==> src/rtl/fp_mux_pkg.sv <==
// Shared constants and helpers for the fp_stream_mux operand-bus multiplexer.
package fp_mux_pkg;

  localparam logic MODE_FIXED = 1'b0;
  localparam logic MODE_RR    = 1'b1;

  // Upper bound on the channel count that onehot_to_idx can encode.
  localparam int MAX_CHANNELS = 64;

  function automatic int onehot_to_idx(input logic [MAX_CHANNELS-1:0] onehot);
    int idx;
    idx = 0;
    for (int i = 0; i < MAX_CHANNELS; i++) begin
      if (onehot[i]) idx = i;
    end
    return idx;
  endfunction

endpackage

==> src/rtl/rr_arbiter.sv <==
// Round-robin arbiter: grants the first requester after ptr, wrapping modulo CHANNELS.
module rr_arbiter
  import fp_mux_pkg::*;
#(
  parameter int CHANNELS = 4,
  parameter int SEL_W    = $clog2(CHANNELS)
) (
  input  logic [CHANNELS-1:0] req,
  input  logic [SEL_W-1:0]    ptr,
  output logic [CHANNELS-1:0] grant,
  output logic [SEL_W-1:0]    grant_idx
);

  logic             found;
  logic [SEL_W-1:0] idx;

  always_comb begin
    grant = '0;
    found = 1'b0;
    idx   = '0;
    for (int i = 1; i <= CHANNELS; i++) begin
      idx = SEL_W'((int'(ptr) + i) % CHANNELS);
      if (!found && req[idx]) begin
        grant[idx] = 1'b1;
        found      = 1'b1;
      end
    end
  end

  assign grant_idx = SEL_W'(onehot_to_idx(MAX_CHANNELS'(grant)));

endmodule

==> src/rtl/fp_stream_mux.sv <==
// N-channel registered stream mux (fixed select or round-robin), 1-cycle latency.
// Optional 1-entry skid behind the output register: define FP_STREAM_MUX_SKID_EN.
module fp_stream_mux
  import fp_mux_pkg::*;
#(
  parameter int WIDTH    = 32,
  parameter int CHANNELS = 4,
  parameter int SEL_W    = $clog2(CHANNELS)
) (
  input  logic                      clk,
  input  logic                      rst,
  input  logic                      mode,
  input  logic [SEL_W-1:0]          sel,
  input  logic [CHANNELS-1:0]       in_valid,
  input  logic [CHANNELS*WIDTH-1:0] in_data,
  output logic [CHANNELS-1:0]       in_ready,
  output logic                      out_valid,
  output logic [WIDTH-1:0]          out_data,
  output logic [SEL_W-1:0]          out_chan,
  input  logic                      out_ready
);

  // Handshake: a word moves when valid & ready are both high at a rising edge;
  // valid never waits on ready, and a presented word stays stable until taken.

  logic [CHANNELS-1:0] rr_grant, fix_grant, grant;
  logic [SEL_W-1:0]    rr_idx, grant_idx;
  logic [WIDTH-1:0]    word;
  logic                accept;

  logic [SEL_W-1:0] rr_ptr_q, rr_ptr_d;
  logic             out_valid_q, out_valid_d;
  logic [WIDTH-1:0] out_data_q, out_data_d;
  logic [SEL_W-1:0] out_chan_q, out_chan_d;

  rr_arbiter #(
    .CHANNELS (CHANNELS),
    .SEL_W    (SEL_W)
  ) u_rr_arbiter (
    .req       (in_valid),
    .ptr       (rr_ptr_q),
    .grant     (rr_grant),
    .grant_idx (rr_idx)
  );

  // An out-of-range sel matches no channel, so it yields no grant.
  always_comb begin
    fix_grant = '0;
    for (int i = 0; i < CHANNELS; i++) begin
      fix_grant[i] = in_valid[i] && (int'(sel) == i);
    end
  end

  assign grant     = (mode == MODE_FIXED) ? fix_grant : rr_grant;
  assign grant_idx = (mode == MODE_FIXED) ? sel : rr_idx;

  always_comb begin
    word = '0;
    for (int i = 0; i < CHANNELS; i++) begin
      if (grant[i]) word = in_data[i*WIDTH +: WIDTH];
    end
  end

`ifdef FP_STREAM_MUX_SKID_EN
  logic             skid_valid_q, skid_valid_d;
  logic [WIDTH-1:0] skid_data_q, skid_data_d;
  logic [SEL_W-1:0] skid_chan_q, skid_chan_d;

  assign in_ready = rst ? '0 : (grant & {CHANNELS{~skid_valid_q}});
  assign accept   = |in_ready;

  // A full skid implies a valid output word; it drains into the output register first.
  always_comb begin
    out_valid_d  = out_valid_q;
    out_data_d   = out_data_q;
    out_chan_d   = out_chan_q;
    skid_valid_d = skid_valid_q;
    skid_data_d  = skid_data_q;
    skid_chan_d  = skid_chan_q;
    if (skid_valid_q) begin
      if (out_ready) begin
        out_data_d   = skid_data_q;
        out_chan_d   = skid_chan_q;
        skid_valid_d = 1'b0;
      end
    end else if (accept) begin
      if (!out_valid_q || out_ready) begin
        out_valid_d = 1'b1;
        out_data_d  = word;
        out_chan_d  = grant_idx;
      end else begin
        skid_valid_d = 1'b1;
        skid_data_d  = word;
        skid_chan_d  = grant_idx;
      end
    end else if (out_ready) begin
      out_valid_d = 1'b0;
    end
  end

  always_ff @(posedge clk) begin
    if (rst) begin
      skid_valid_q <= 1'b0;
      skid_data_q  <= '0;
      skid_chan_q  <= '0;
    end else begin
      skid_valid_q <= skid_valid_d;
      skid_data_q  <= skid_data_d;
      skid_chan_q  <= skid_chan_d;
    end
  end
`else
  assign in_ready = rst ? '0 : (grant & {CHANNELS{~out_valid_q | out_ready}});
  assign accept   = |in_ready;

  always_comb begin
    out_valid_d = out_valid_q;
    out_data_d  = out_data_q;
    out_chan_d  = out_chan_q;
    if (accept) begin
      out_valid_d = 1'b1;
      out_data_d  = word;
      out_chan_d  = grant_idx;
    end else if (out_ready) begin
      out_valid_d = 1'b0;
    end
  end
`endif

  assign rr_ptr_d = (accept && mode == MODE_RR) ? rr_idx : rr_ptr_q;

  always_ff @(posedge clk) begin
    if (rst) begin
      rr_ptr_q    <= SEL_W'(CHANNELS - 1);
      out_valid_q <= 1'b0;
      out_data_q  <= '0;
      out_chan_q  <= '0;
    end else begin
      rr_ptr_q    <= rr_ptr_d;
      out_valid_q <= out_valid_d;
      out_data_q  <= out_data_d;
      out_chan_q  <= out_chan_d;
    end
  end

  assign out_valid = out_valid_q;
  assign out_data  = out_data_q;
  assign out_chan  = out_chan_q;

endmodule
==> config.mk <==
export PLATFORM = sky130hd
export DESIGN_NAME = fp_stream_mux
export DESIGN_NICKNAME = d
export VERILOG_FILES = /design/src/rtl/fp_mux_pkg.sv /design/src/rtl/rr_arbiter.sv /design/src/rtl/fp_stream_mux.sv
export SDC_FILE = /design/constraint.sdc
export NUM_CORES = 1
export LEC_CHECK = 0
export BUFFER_PORTS_ARGS = -buffer_cell sky130_fd_sc_hd__buf_2
export CORE_MARGIN = 4
export CORE_UTILIZATION = 48
export CTS_CLUSTER_SIZE = 30
export DETAILED_ROUTE_END_ITERATION = 10
export GPL_TIMING_DRIVEN = 0
export HOLD_SLACK_MARGIN = 0.1
export PLACE_DENSITY = 0.81
export SYNTH_ARGS = -nofsm -noshare
export SYNTH_HDL_FRONTEND = slang
export SYNTH_SLANG_ARGS = --single-unit
==> constraint.sdc <==
create_clock -name clk -period 5.8 [get_ports clk]
set_clock_uncertainty 0.1 [all_clocks]
set_input_delay 0.29 -clock clk [delete_from_list [all_inputs] [get_ports clk]]
set_output_delay 0.29 -clock clk [all_outputs]
set_load 0.01 [all_outputs]
Word-level counts from Yosys, hierarchy flattened
Cells that the tools add are included.
W data, S select, Z words.
{ "totals": {"out_inout_bits": 39, "inputBits": 138, "wordCells": 78, "register_bits": 37} }
{ "classes": {"bitwise": 6, "mux": 35, "add_sub_neg": 4, "reduce_logical": 18, "n_eq_ne": 3, "order_cmp": 8} }
{ "op_table": {"columns": ["operator", "count"], "rows": [
  ["$mux W32", 4],
  ["$mux W4", 6],
  ["$mux W1", 14],
  ["$logic_and A1 B1 Y1", 12],
  ["$lt A2 B3 Y1 const B", 4],
  ["$or A4 B4 Y4", 3],
  ["$bmux W1 S2", 4],
  ["$demux W1 S2", 4],
  ["$ge A2 B1 Y1 const B", 4],
  ["$mux W2", 3],
  ["$add A2 B1 Y2 const B", 2],
  ["$add A2 B2 Y2 const B", 2],
  ["$and A4 B4 Y4", 1],
  ["$eq A2 B2 Y1 const B", 2],
  ["$reduce_or A4 Y1", 1],
  ["$logic_not A1 Y1", 3],
  ["$eq A2 B1 Y1 const B", 1],
  ["$logic_not A2 Y1", 1],
  ["$reduce_bool A2 Y1", 1],
  ["$not A1 Y1", 1],
  ["$or A1 B1 Y1", 1]
]} }

Depth between registers and ports, before layout
Gate-level depths: netlist of run 1.
{ "depth": {"word_depth": 18, "depth_mapped": 14, "ltp_nobuf": 9} }

Hierarchy
Synthesis of run 1 repeated with hierarchy kept, for this count alone.
{ "unflattened": {"hier_cells": 328, "area_unflattened_um2": 2836.5} }
{ "by_module_without_submodules": {"columns": ["mod", "cells_per_inst", "instances", "seq_area_each_um2", "area_per_inst_um2"], "rows": [
  ["fp_stream_mux", 292, 1, 740.7, 2473.6],
  ["rr_arbiter", 36, 1, 0.0, 362.8]
]} }

Worst setup path before layout of run 1
Ideal clock, no wire load.
{ "synth_path": {"path_type": "flip-flop to flip-flop", "from": "register rr_ptr_q[0]", "to": "register out_chan_q[0], in the netlist out_chan[0]", "t_arrival_ns": 3.141, "path_slack_ns": 2.488, "t_required_ns": 5.628, "setup_ns": 0.072, "path_buffers": 3, "stages_incl_launch_ff": 12, "period_less_slack_ns": 3.312, "cell_sequence": "dfxtp_1 -> buf_6 -> inv_1 -> ha_1 -> buf_2 -> mux4_2 -> a2111oi_4 -> a211oi_4 -> nor4b_4 -> a21o_4 -> buf_8 -> mux2i_1"} }
{ "synth_via": {"elab_chain_len": 17, "elab_cells_between_ends": 56, "classes_between": "4 x add/sub; 8 x order compare; 29 x mux; 4 x bitwise; 11 x reduce/logical"} }
{ "synth_lines": {"columns": ["element", "line", "rtl"], "rows": [
  ["start: declaration", "fp_stream_mux.sv:31", "logic [SEL_W-1:0] rr_ptr_q, rr_ptr_d;"],
  ["start signal: assignment", "fp_stream_mux.sv:134", "rr_ptr_q <= SEL_W'(CHANNELS - 1);"],
  ["start signal: assignment", "fp_stream_mux.sv:139", "rr_ptr_q <= rr_ptr_d;"],
  ["branches (longest 12 deep; another with $lt A2 B3 Y1)", null, null],
  ["$mux W4 *", "rr_arbiter.sv:23", "if (!found && req[idx]) begin"],
  ["$mux W4 / $mux W1 (equally long branches)", "fp_stream_mux.sv:54, fp_mux_pkg.sv:14", null],
  ["$and A4 B4 Y4 / $mux W2 (equally long branches)", "fp_stream_mux.sv:113, fp_mux_pkg.sv:14", null],
  ["$mux W4 / $mux W2 (equally long branches)", "fp_stream_mux.sv:113, fp_mux_pkg.sv:14", null],
  ["$reduce_or A4 Y1 / $mux W2 (equally long branches)", "fp_stream_mux.sv:114, fp_stream_mux.sv:55", null],
  ["end signal: assignment", "fp_stream_mux.sv:142", "out_chan_q <= out_chan_d;"],
  ["end: declaration", "fp_stream_mux.sv:34", "logic [SEL_W-1:0] out_chan_q, out_chan_d;"]
]} }
Every way passes the cells marked *. The select of a mux whose other input is x is not followed.
A chain may end at the register's enable or synchronous reset.

Worst setup path after layout of run 1
{ "layout_path": {"from": "register rr_ptr_q[0]", "to": "output port in_ready[2]"} }
{ "layout_via": {"elab_chain_len": 16, "elab_cells_between_ends": 51, "classes_between": "4 x add/sub; 8 x order compare; 25 x mux; 4 x bitwise; 10 x reduce/logical"} }
{ "layout_lines": {"columns": ["element", "line", "rtl"], "rows": [
  ["branches (longest 12 deep; another with $lt A2 B3 Y1)", null, null],
  ["$mux W4 *", "rr_arbiter.sv:23", null],
  ["$mux W4 *", "fp_stream_mux.sv:54", "assign grant = (mode == MODE_FIXED) ? fix_grant : rr_grant;"],
  ["$and A4 B4 Y4 *", "fp_stream_mux.sv:113", "assign in_ready = rst ? '0 : (grant & {CHANNELS{~out_valid_q | out_ready}});"],
  ["$mux W4 *", "fp_stream_mux.sv:113", null],
  ["end: declaration", "fp_stream_mux.sv:16", "output logic [CHANNELS-1:0] in_ready,"]
]} }
Marks and branches as above.

==> out/metrics.yaml, run 1 <==
timing:
  timing.fmax_ghz: 0.236
  maxSlewViolCount: 0
  rsz0062_at_grt: "no"
  final_hold_viol_count: 0
  finalCriticalPeriod_ps: 4240
  slew_headroom: 0.211
  period_share: 0.732
  finalSetupTns_ps: 0
  worst_pin_slew_ps: 1170
  finalSetupViolations: 0
power_and_ir_drop:
  leakage_nw: 2.24
  clockPowerShare: 0.193
  switchingPower_uw: 649
  p_per_area_nw_per_um2: 294
  intPower_uw: 841
  vdd_drop_max_mv: 0.147
  comb_power_share: 0.582
  p_sw_frac: 0.436
  seqPwrFrac: 0.224
  p_total_mw: 1.49
critical_path:
  crit_chain: "buf_6 -> inv_1 -> ha_1 -> buf_2 -> mux2_2 -> a211oi_1 -> o21ai_1 -> a211oi_4 -> nor2_1 -> clkbuf_1 -> nor2_1 -> buf_2"
  cpPeakStageDelay_ps: 520
  cp_max_fo: 10
  cp_data_arrival_time_ps: 3850
  path_class: "reg -> out"
  crit_family: "compound AO/OA/AOI/OAI gates"
  r2r_cells: 14
  path_buf_inv: 5
  regToRegSetupSlack_ps: 1790
  slowest_stage: "a211oi_4"
  end_kind: "output port"
  required_ps: 5410
  r2r-end: "out_data[6]"
  cp-start-kind: "register"
  r2r_start: "rr_ptr_q[0]"
hold_path:
  min_from: "out_ready"
  holdPathStages: 3
  hold_end: "out_valid"
  min_path_type: "in -> reg"
routing:
  num_vias: 4816
  ant_nets: 0
  dr.pass1.iters: 5
  drtIter0Drc: 271
  vias_per_cell: 6.53
  post_drt_wl_per_cell_um: 20.0
  route.detailed.drc: 0
  finalWirelength_mm: 14.8
floorplan:
  die_h_um: 98.4
  ioPinCount: 177
  die_area_um2: 9680
  core-area_um2: 7850
  rows: 32
  start_util: 0.500
  die_w_um: 98.4
synthesis:
  synth_edf_count: 0
  yosysWarnings: 0
  synth-main-ff-cell: "dfxtp_1"
  yosysSeqAreaShare: 0.189
  synth_top_cells_by_area: "dfxtp_1, a221oi_2, a2111o_1, a221oi_1, o2111ai_1"
  synth_top_area_cell: "dfxtp_1"
  synth.top_cell.area_share: 0.189
  synth-seq-cells: 37
  synth_async_sr_flop_share: 0
  syn_avg_cell_area_um2: 8.67
  synth.distinct_cells: 49
  syn_area_um2: 3920
  syn_inst: 452
  synth_nets: 598
cts:
  clockBufferDepth: 2
  root_buffer: "clkbuf_8"
  cts_max_level: 2
  cts_setup_buffers: 0
  cts_resized: 0
  tritoncts: "built"
  clkSinkCount: 37
  cts_hold_buf: 0
  cts_buffers: 5
  insertion_delay_ps: 300
  clk_pin_slew_worst_paths_ps: 90
grt:
  grt-ovfl-total: 0
  antenna_found_initial: 0
  grt_pass1_wl_mm: 23.0
  grt_pass1_vias: 4665
  grt_max_degree: 14
  grt_usage: 0.286
place:
  io_buffers: 175
  dp_hpwl_mm: 11.3
  gp_congestion: 0.910
final_layout:
  multi_input_area_um2: 2740
  n_fill_cell: 714
  syn2layout_area_growth_pct: 29.1
  final_nets: 780
  drive_gt1_frac: 0.380
  antenna_cells: 0
  regArea_um2: 741
job:
  max_cap_viol_count: 0
outcome:
  outcome: "complete, no violations"
## cell usage after synthesis, drive strengths merged, types with 3 or more instances
library cell   n
mux2i          5
buf           22
o221ai        32
o21ai          6
clkbuf        39
a2111o        32
a21oi          6
nor2b         34
nand2b         4
mux4           3
a221oi        64
a31oi          5
nand2          9
a211oi         5
o2111ai       32
dfxtp         37
and3           3
inv           37
ha             8
mux2           4
nor2          42
## cell usage in the layout (no fill, tap or decap), drive strengths merged, types with 2 or more instances in the layout
master	n
nor2	42
mux2i	5
nand2	9
a221oi	64
and3	3
nor2b	34
a21boi	2
a21oi	6
o31a	2
mux2	4
a2111o	32
a211oi	5
nand2b	4
o21ai	6
mux4	3
clkbuf	44
inv	38
buf	197
dfxtp	37
a31oi	5
ha	8
o2111ai	32
o221ai	32
bufinv	2
nor3	2
## state kept, by name (all words and copies together), names as in the netlist
register / cells
out_data: 32
rr_ptr_q: 2
out_valid: 1
out_chan: 2
## worst max-delay path by stage
stage / start / end / slack (ps) / cells after the start
after global routing: rr_ptr_q[0] / in_ready[2] / 1310 / 12
final: rr_ptr_q[0] / in_ready[2] / 1560 / 12
after detailed placement: rr_ptr_q[0] / out_data[6] / 1840 / 14
after floorplan: rr_ptr_q[0] / out_chan[0] / 2490 / 11
after global placement: rr_ptr_q[0] / out_data[12] / 1930 / 12
after CTS: rr_ptr_q[0] / in_ready[2] / 1540 / 12
## metal layers
layer	routed length, µm	global-route usage
met2	6910	0.468
met4	342	0.0977
met1	5980	0.365
met3	1530	0.0750
met5	0	0
## cells by family (layout without fill, tap and decap cells)
| family | count (synthesis) | in the layout | share of synthesized area |
|---|---|---|---|
| DFF | 37 | 37 | 0.189 |
| adders and majority gates | 8 | 8 | 0.0255 |
| muxes | 12 | 12 | 0.0415 |
| AOI/OAI and AO/OA | 196 | 196 | 0.495 |
| buffers and inverters | 98 | 281 | 0.113 |
| and+or+nand+nor | 101 | 101 | 0.135 |
## power by group through the flow
stage          logic, mW  registers [mW]  clock network, mW
2_1_floorplan      0.584           0.359                  0
3_3_place_gp       0.831           0.336                  0
3_5_place_dp       0.854           0.339                  0
4_1_cts            0.857           0.334              0.288
5_1_grt            0.938           0.340              0.301
6_report           0.868           0.334              0.288
## stage by stage
step	area, µm²	util	hold slack [ps]	worst slack [ps]	cells
after floorplan	3920	-	373	2490	452
final	5060	0.645	248	1560	737
after detailed placement	4920	0.627	353	1840	729
after global routing	5060	0.645	282	1310	737
after global placement	4920	0.627	347	1930	729
after CTS	5060	0.645	252	1540	737
## worst min-delay path, stage by stage
cell	delay, ps
buf_2	70
nand2b_1	140
a31oi_1	90
## area by class of cell
type / instances / area share
Buffer: 61 / 0.0603
Inverter: 37 / 0.0274
Multi-Input combinational cell: 317 / 0.540
Clock inverter: 3 / 0.0136
Timing Repair Buffer: 175 / 0.173
Clock buffer: 5 / 0.0136
Tap cell: 102 / 0.0252
Sequential cell: 37 / 0.146
No activity file was read; power rests on OpenSTA's default activity.
==> run 2, diff against run 1 <==
==> constraint.sdc (replaced) <==
create_clock -name clk -period 4.4 [get_ports clk]
set_clock_uncertainty 0.1 [all_clocks]
set_input_delay 0.22 -clock clk [delete_from_list [all_inputs] [get_ports clk]]
set_output_delay 0.22 -clock clk [all_outputs]
set_load 0.01 [all_outputs]
==> run 2 against run 1 <==
Compared with the run above: global-route usage stayed put; core utilization is the same; wire length hardly changed; register-to-register slack worse by 1400 ps; sequential power grew 32%; critical endpoint unchanged; cell area did not move.
==> out/metrics.yaml, run 2 (synthesis results as in run 1) <==
routing:
  post_drt_wl_per_cell_um: 20.0  # about the same
  dr.pass1.iters: 5  # unchanged
  num_vias: 4818  # +0.042%
  finalWirelength_mm: 14.8  # about the same
  ant_nets: 0  # unchanged
  drtIter0Drc: 271  # unchanged
  vias_per_cell: 6.54  # about the same
  route.detailed.drc: 0  # unchanged
cts:
  clockBufferDepth: 2  # unchanged
  cts_buffers: 5  # unchanged
  cts_setup_buffers: 0  # unchanged
  cts_resized: 0  # unchanged
  root_buffer: "clkbuf_8"
  tritoncts: "built"
  clkSinkCount: 37  # unchanged
  cts_max_level: 2  # unchanged
  clk_pin_slew_worst_paths_ps: 90  # about the same
  insertion_delay_ps: 300  # about the same
critical_path:
  r2r-end: "out_data[6]"
  cp_data_arrival_time_ps: 3830  # -20 ps
  regToRegSetupSlack_ps: 380  # -1410 ps
  required_ps: 4080  # -1330 ps
  crit_path_start: "rr_ptr_q[0]"
  cp_max_fo: 10  # unchanged
  path_class: "reg -> out"
  cp-start-kind: "register"
  end_kind: "output port"
  r2r_start: "rr_ptr_q[0]"
  r2r_cells: 14  # unchanged
timing:
  worst_pin_slew_ps: 1170  # -1.22 ps
  final_hold_viol_count: 0  # unchanged
  finalSetupTns_ps: 0  # unchanged
  maxSlewViolCount: 0  # unchanged
  finalCriticalPeriod_ps: 4150
  worst_slack_ps: 252  # -1300 ps
  finalSetupViolations: 0  # unchanged
  period_share: 0.943
  rsz0062_at_grt: "no"
  slew_headroom: 0.212  # +0.000821
  timing.fmax_ghz: 0.241
job:
  max_cap_viol_count: 0  # unchanged
floorplan:
  rows: 32  # unchanged
  ioPinCount: 177  # unchanged
  die_w_um: 98.4  # unchanged
  die_area_um2: 9680  # unchanged
  die_h_um: 98.4  # unchanged
  start_util: 0.500  # unchanged
  core-area_um2: 7850  # unchanged
final_layout:
  antenna_cells: 0  # unchanged
  largest_reg_flops: 32  # unchanged
  layout_commonest_cell: "buf_2"
  final_nets: 780  # unchanged
  n_fill_cell: 714  # unchanged
  layout_common_cells: "buf_2, nor2_1, clkbuf_1"
  finish.utilization: 0.645  # unchanged
  drive_gt1_frac: 0.380  # unchanged
  syn2layout_area_growth_pct: 29.1  # unchanged
grt:
  use_met3: 0.0750  # unchanged
  grt_max_degree: 14  # unchanged
  grt-ovfl-total: 0  # unchanged
  grt_pass1_vias: 4665  # unchanged
  antenna_found_initial: 0  # unchanged
  grtUsageMet1: 0.365  # unchanged
  grt_pass1_wl_mm: 23.0  # unchanged
  grtUsageMet2: 0.468  # unchanged
  grt_usage: 0.286  # unchanged
  busiest_layer: "met2"
place:
  dp_slack_ps: 441  # -1400 ps
  dp_hpwl_mm: 11.3  # unchanged
  gp_congestion: 0.910  # unchanged
  io_buffers: 175  # unchanged
power_and_ir_drop:
  p_per_area_nw_per_um2: 388  # +32%
  vdd_drop_max_mv: 0.194  # +32%
  leakage_nw: 2.24  # about the same
  p_total_mw: 1.96  # +32%
hold_path:
  hold_end: "out_valid"
  min_from: "out_ready"
  min_path_type: "in -> reg"
  holdPathStages: 3  # unchanged
outcome:
  outcome: "complete, no violations"
==> run 2: power breakdown <==
| group | switching (mW) | total (mW) | leakage [nW] | internal [mW] |
|---|---|---|---|---|
| logic | 0.665 | 1.14 | 1.87 | 0.479 |
| registers | 0.0387 | 0.440 | 0.306 | 0.402 |
| clock network | 0.151 | 0.379 | 0.0687 | 0.229 |
==> run 2: final cells by class <==
class                   instances  area [µm²]  area share
well taps                     102         128      0.0252
plain buffers                  61         305      0.0603
repair buffers                175         876       0.173
flip-flops and latches         37         741       0.146
multi-input cells             317        2740       0.540
inverters                      37         139      0.0274
clock inverters                 3        68.8      0.0136
clock buffers                   5        68.8      0.0136
==> run 2: how the worst max path moves through the flow <==
stage / depth (start not counted) / end
floorplan: 11 / out_chan[0]
global placement: 12 / out_data[12]
detailed placement: 14 / out_data[6]
CTS: 12 / in_ready[2]
global route: 12 / in_ready[2]
finish: 12 / in_ready[2]
==> run 2: metal layers <==
metal,routed length [µm],vias up,share of wire
li1,-,2225,-
met5,0,-,0
met1,5940,2244,0.40
met3,1560,34,0.11
met2,6920,315,0.47
met4,324,0,0.022
==> run 2: timing repair <==
action / CTS / global route
setup endpoints to repair: 0 / 1
hold buffers: 0 / 0
hold endpoints to repair: 0 / 0
==> run 2: metrics by stage <==
step,std cells,instance area [µm²],hold slack [ps]
after floorplan,452,3920,303
after global placement,729,4920,347
after detailed placement,729,4920,353
after CTS,737,5060,182
after global routing,737,5060,212
final,737,5060,178
==> run 2: critical path, stage by stage (launching register included) <==
cell      delay [ps]
dfxtp_1          500
buf_6            190
inv_1            130
ha_1             300
buf_2            190
mux2_2           370
a211oi_1         300
o21ai_1          190
a211oi_4         490
nor2_1           220
clkbuf_1         340
nor2_1           150
buf_2            140
==> run 3, diff against run 2 <==
--- a/config.mk
+++ b/config.mk
@@ -8,11 +8,13 @@
 export BUFFER_PORTS_ARGS = -buffer_cell sky130_fd_sc_hd__buf_2
 export CORE_MARGIN = 4
 export CORE_UTILIZATION = 48
+export CTS_CLUSTER_DIAMETER = 30
 export CTS_CLUSTER_SIZE = 30
 export DETAILED_ROUTE_END_ITERATION = 10
 export GPL_TIMING_DRIVEN = 0
 export HOLD_SLACK_MARGIN = 0.1
 export PLACE_DENSITY = 0.81
+export RECOVER_POWER = 25
 export SYNTH_ARGS = -nofsm -noshare
 export SYNTH_HDL_FRONTEND = slang
 export SYNTH_SLANG_ARGS = --single-unit
==> run 3 against run 2 <==
Compared with the run above: sequential power about the same; maximum frequency rose by 0.61%; cell count unchanged; core utilization down 0.29 points; worst setup slack better by 25 ps; first-iteration DRC count grew 3.0%; via count shrank 0.58%; critical endpoint unchanged.
==> out/metrics.yaml, run 3 (synthesis results as in run 1) <==
floorplan:
  core-area_um2: 7850  # unchanged
  start_util: 0.500  # unchanged
  die_w_um: 98.4  # unchanged
  die_h_um: 98.4  # unchanged
  ioPinCount: 177  # unchanged
  die_area_um2: 9680  # unchanged
  rows: 32  # unchanged
timing:
  timing.fmax_ghz: 0.243  # +0.61%
  maxSlewViolCount: 0  # unchanged
  period_share: 0.937  # -0.00573
  final_hold_viol_count: 0  # unchanged
  slew_headroom: 0.226  # +0.0142
  hold_slack_ps: 179  # +0.528 ps
  finalSetupTns_ps: 0  # unchanged
  worst_pin_slew_ps: 1150  # -21.2 ps
  finalCriticalPeriod_ps: 4120  # -25.2 ps
  rsz0062_at_grt: "no"
  worst_slack_ps: 277  # +25.2 ps
  finalSetupViolations: 0  # unchanged
final_layout:
  layout_common_cells: "buf_2, clkbuf_1, nor2_1"
  fin_area_um2: 5040  # -0.44%
  syn2layout_area_growth_pct: 28.5
  largest_reg_flops: 32  # unchanged
  antenna_cells: 0  # unchanged
  final_nets: 780  # unchanged
  layout_commonest_cell: "buf_2"
  n_fill_cell: 726  # +1.7%
  drive_gt1_frac: 0.351  # -0.0283
critical_path:
  cp_data_arrival_time_ps: 3800  # -30 ps
  cpPeakStageDelay_ps: 490  # about the same
  crit_path_start: "rr_ptr_q[0]"
  end_kind: "output port"
  crit_family: "buffers and inverters"
  r2r_start: "rr_ptr_q[0]"
  required_ps: 4080  # about the same
  slowest_stage: "dfxtp_1"
  path_buf_inv: 5  # unchanged
  crit_chain: "buf_6 -> inv_1 -> ha_1 -> buf_2 -> mux2_2 -> a211oi_1 -> o21ai_1 -> a211oi_4 -> nor2_1 -> clkbuf_1 -> nor2_1 -> buf_2"
  path_class: "reg -> out"
  cp-start-kind: "register"
  cp_max_fo: 10  # unchanged
job:
  max_cap_viol_count: 0  # unchanged
place:
  place_area_um2: 4920  # unchanged
  io_buffers: 175  # unchanged
  dp_slack_ps: 441  # unchanged
  dp_hpwl_mm: 11.3  # unchanged
  gp_congestion: 0.910  # unchanged
power_and_ir_drop:
  leakage_nw: 2.17  # -3.1%
  p_per_area_nw_per_um2: 388  # about the same
  vdd_drop_max_mv: 0.193  # -0.34%
  p_total_mw: 1.95  # -0.46%
grt:
  grt-ovfl-total: 0  # unchanged
  grt_usage: 0.286  # unchanged
  grt_max_degree: 14  # unchanged
  antenna_found_initial: 0  # unchanged
  grt_pass1_vias: 4665  # unchanged
  grt_pass1_wl_mm: 23.0  # unchanged
cts:
  insertion_delay_ps: 290  # about the same
  cts_max_level: 2  # unchanged
  cts_setup_buffers: 0  # unchanged
  clockBufferDepth: 2  # unchanged
  cts_buffers: 5  # unchanged
  root_buffer: "clkbuf_8"
  cts_resized: 0  # unchanged
  cts_hold_buf: 0  # unchanged
  tritoncts: "built"
  clkSinkCount: 37  # unchanged
  clk_pin_slew_worst_paths_ps: 90  # about the same
routing:
  num_vias: 4790  # -0.58%
  drtIter0Drc: 279  # +3.0%
  dr.pass1.iters: 5  # unchanged
  ant_nets: 0  # unchanged
  finalWirelength_mm: 14.7  # -0.23%
  route.detailed.drc: 0  # unchanged
  vias_per_cell: 6.50  # -0.58%
  post_drt_wl_per_cell_um: 20.0  # -0.23%
outcome:
  outcome: "complete, no violations"
hold_path:
  min_from: "out_ready"
  min_path_type: "in -> reg"
## run 3: worst paths after layout
| check | end | cells past startpoint | slack (ps) |
|---|---|---|---|
| min reg2reg | out_data[21] | 2 | 370 |
| max | in_ready[2] | 12 | 280 |
| min | out_valid | 3 | 180 |
| max reg2reg | out_data[6] | 14 | 400 |
## run 3: layout make-up
| type | count | area (µm²) | share of cell area |
|---|---|---|---|
| multi-input cells | 317 | 2740 | 0.543 |
| repair buffers | 175 | 853 | 0.169 |
| flip-flops and latches | 37 | 741 | 0.147 |
| plain buffers | 61 | 305 | 0.0606 |
| inverters | 37 | 139 | 0.0276 |
| well taps | 102 | 128 | 0.0253 |
| clock buffers | 5 | 68.8 | 0.0137 |
| clock inverters | 3 | 68.8 | 0.0137 |
## run 3: metrics by stage
stage                     std cells   util
after floorplan                 452      -
after global placement          729  0.627
final                           737  0.642
after CTS                       737  0.645
after global routing            737  0.642
after detailed placement        729  0.627
## run 3: worst reg2reg max path: cells and delay by family, from the launching register on
family	cells	cell delay (ps)
muxes	1	370
AOI/OAI and AO/OA	5	1040
and+or+nand+nor	1	150
DFF	1	490
buffers and inverters	6	1420
adders and majority gates	1	310
## run 3: per-layer routing
layer / GRT usage / vias up / share of wire / wire [µm]
li1: - / 2218 / - / -
met1: 0.365 / 2221 / 0.41 / 5960
met2: 0.468 / 312 / 0.47 / 6860
met3: 0.0750 / 39 / 0.10 / 1530
met4: 0.0977 / 0 / 0.025 / 363
met5: 0 / - / 0 / 0
## run 3: report_power, final
| part | switching [mW] | internal (mW) |
|---|---|---|
| sequential | 0.0395 | 0.402 |
| clock | 0.150 | 0.229 |
| combinational | 0.665 | 0.470 |
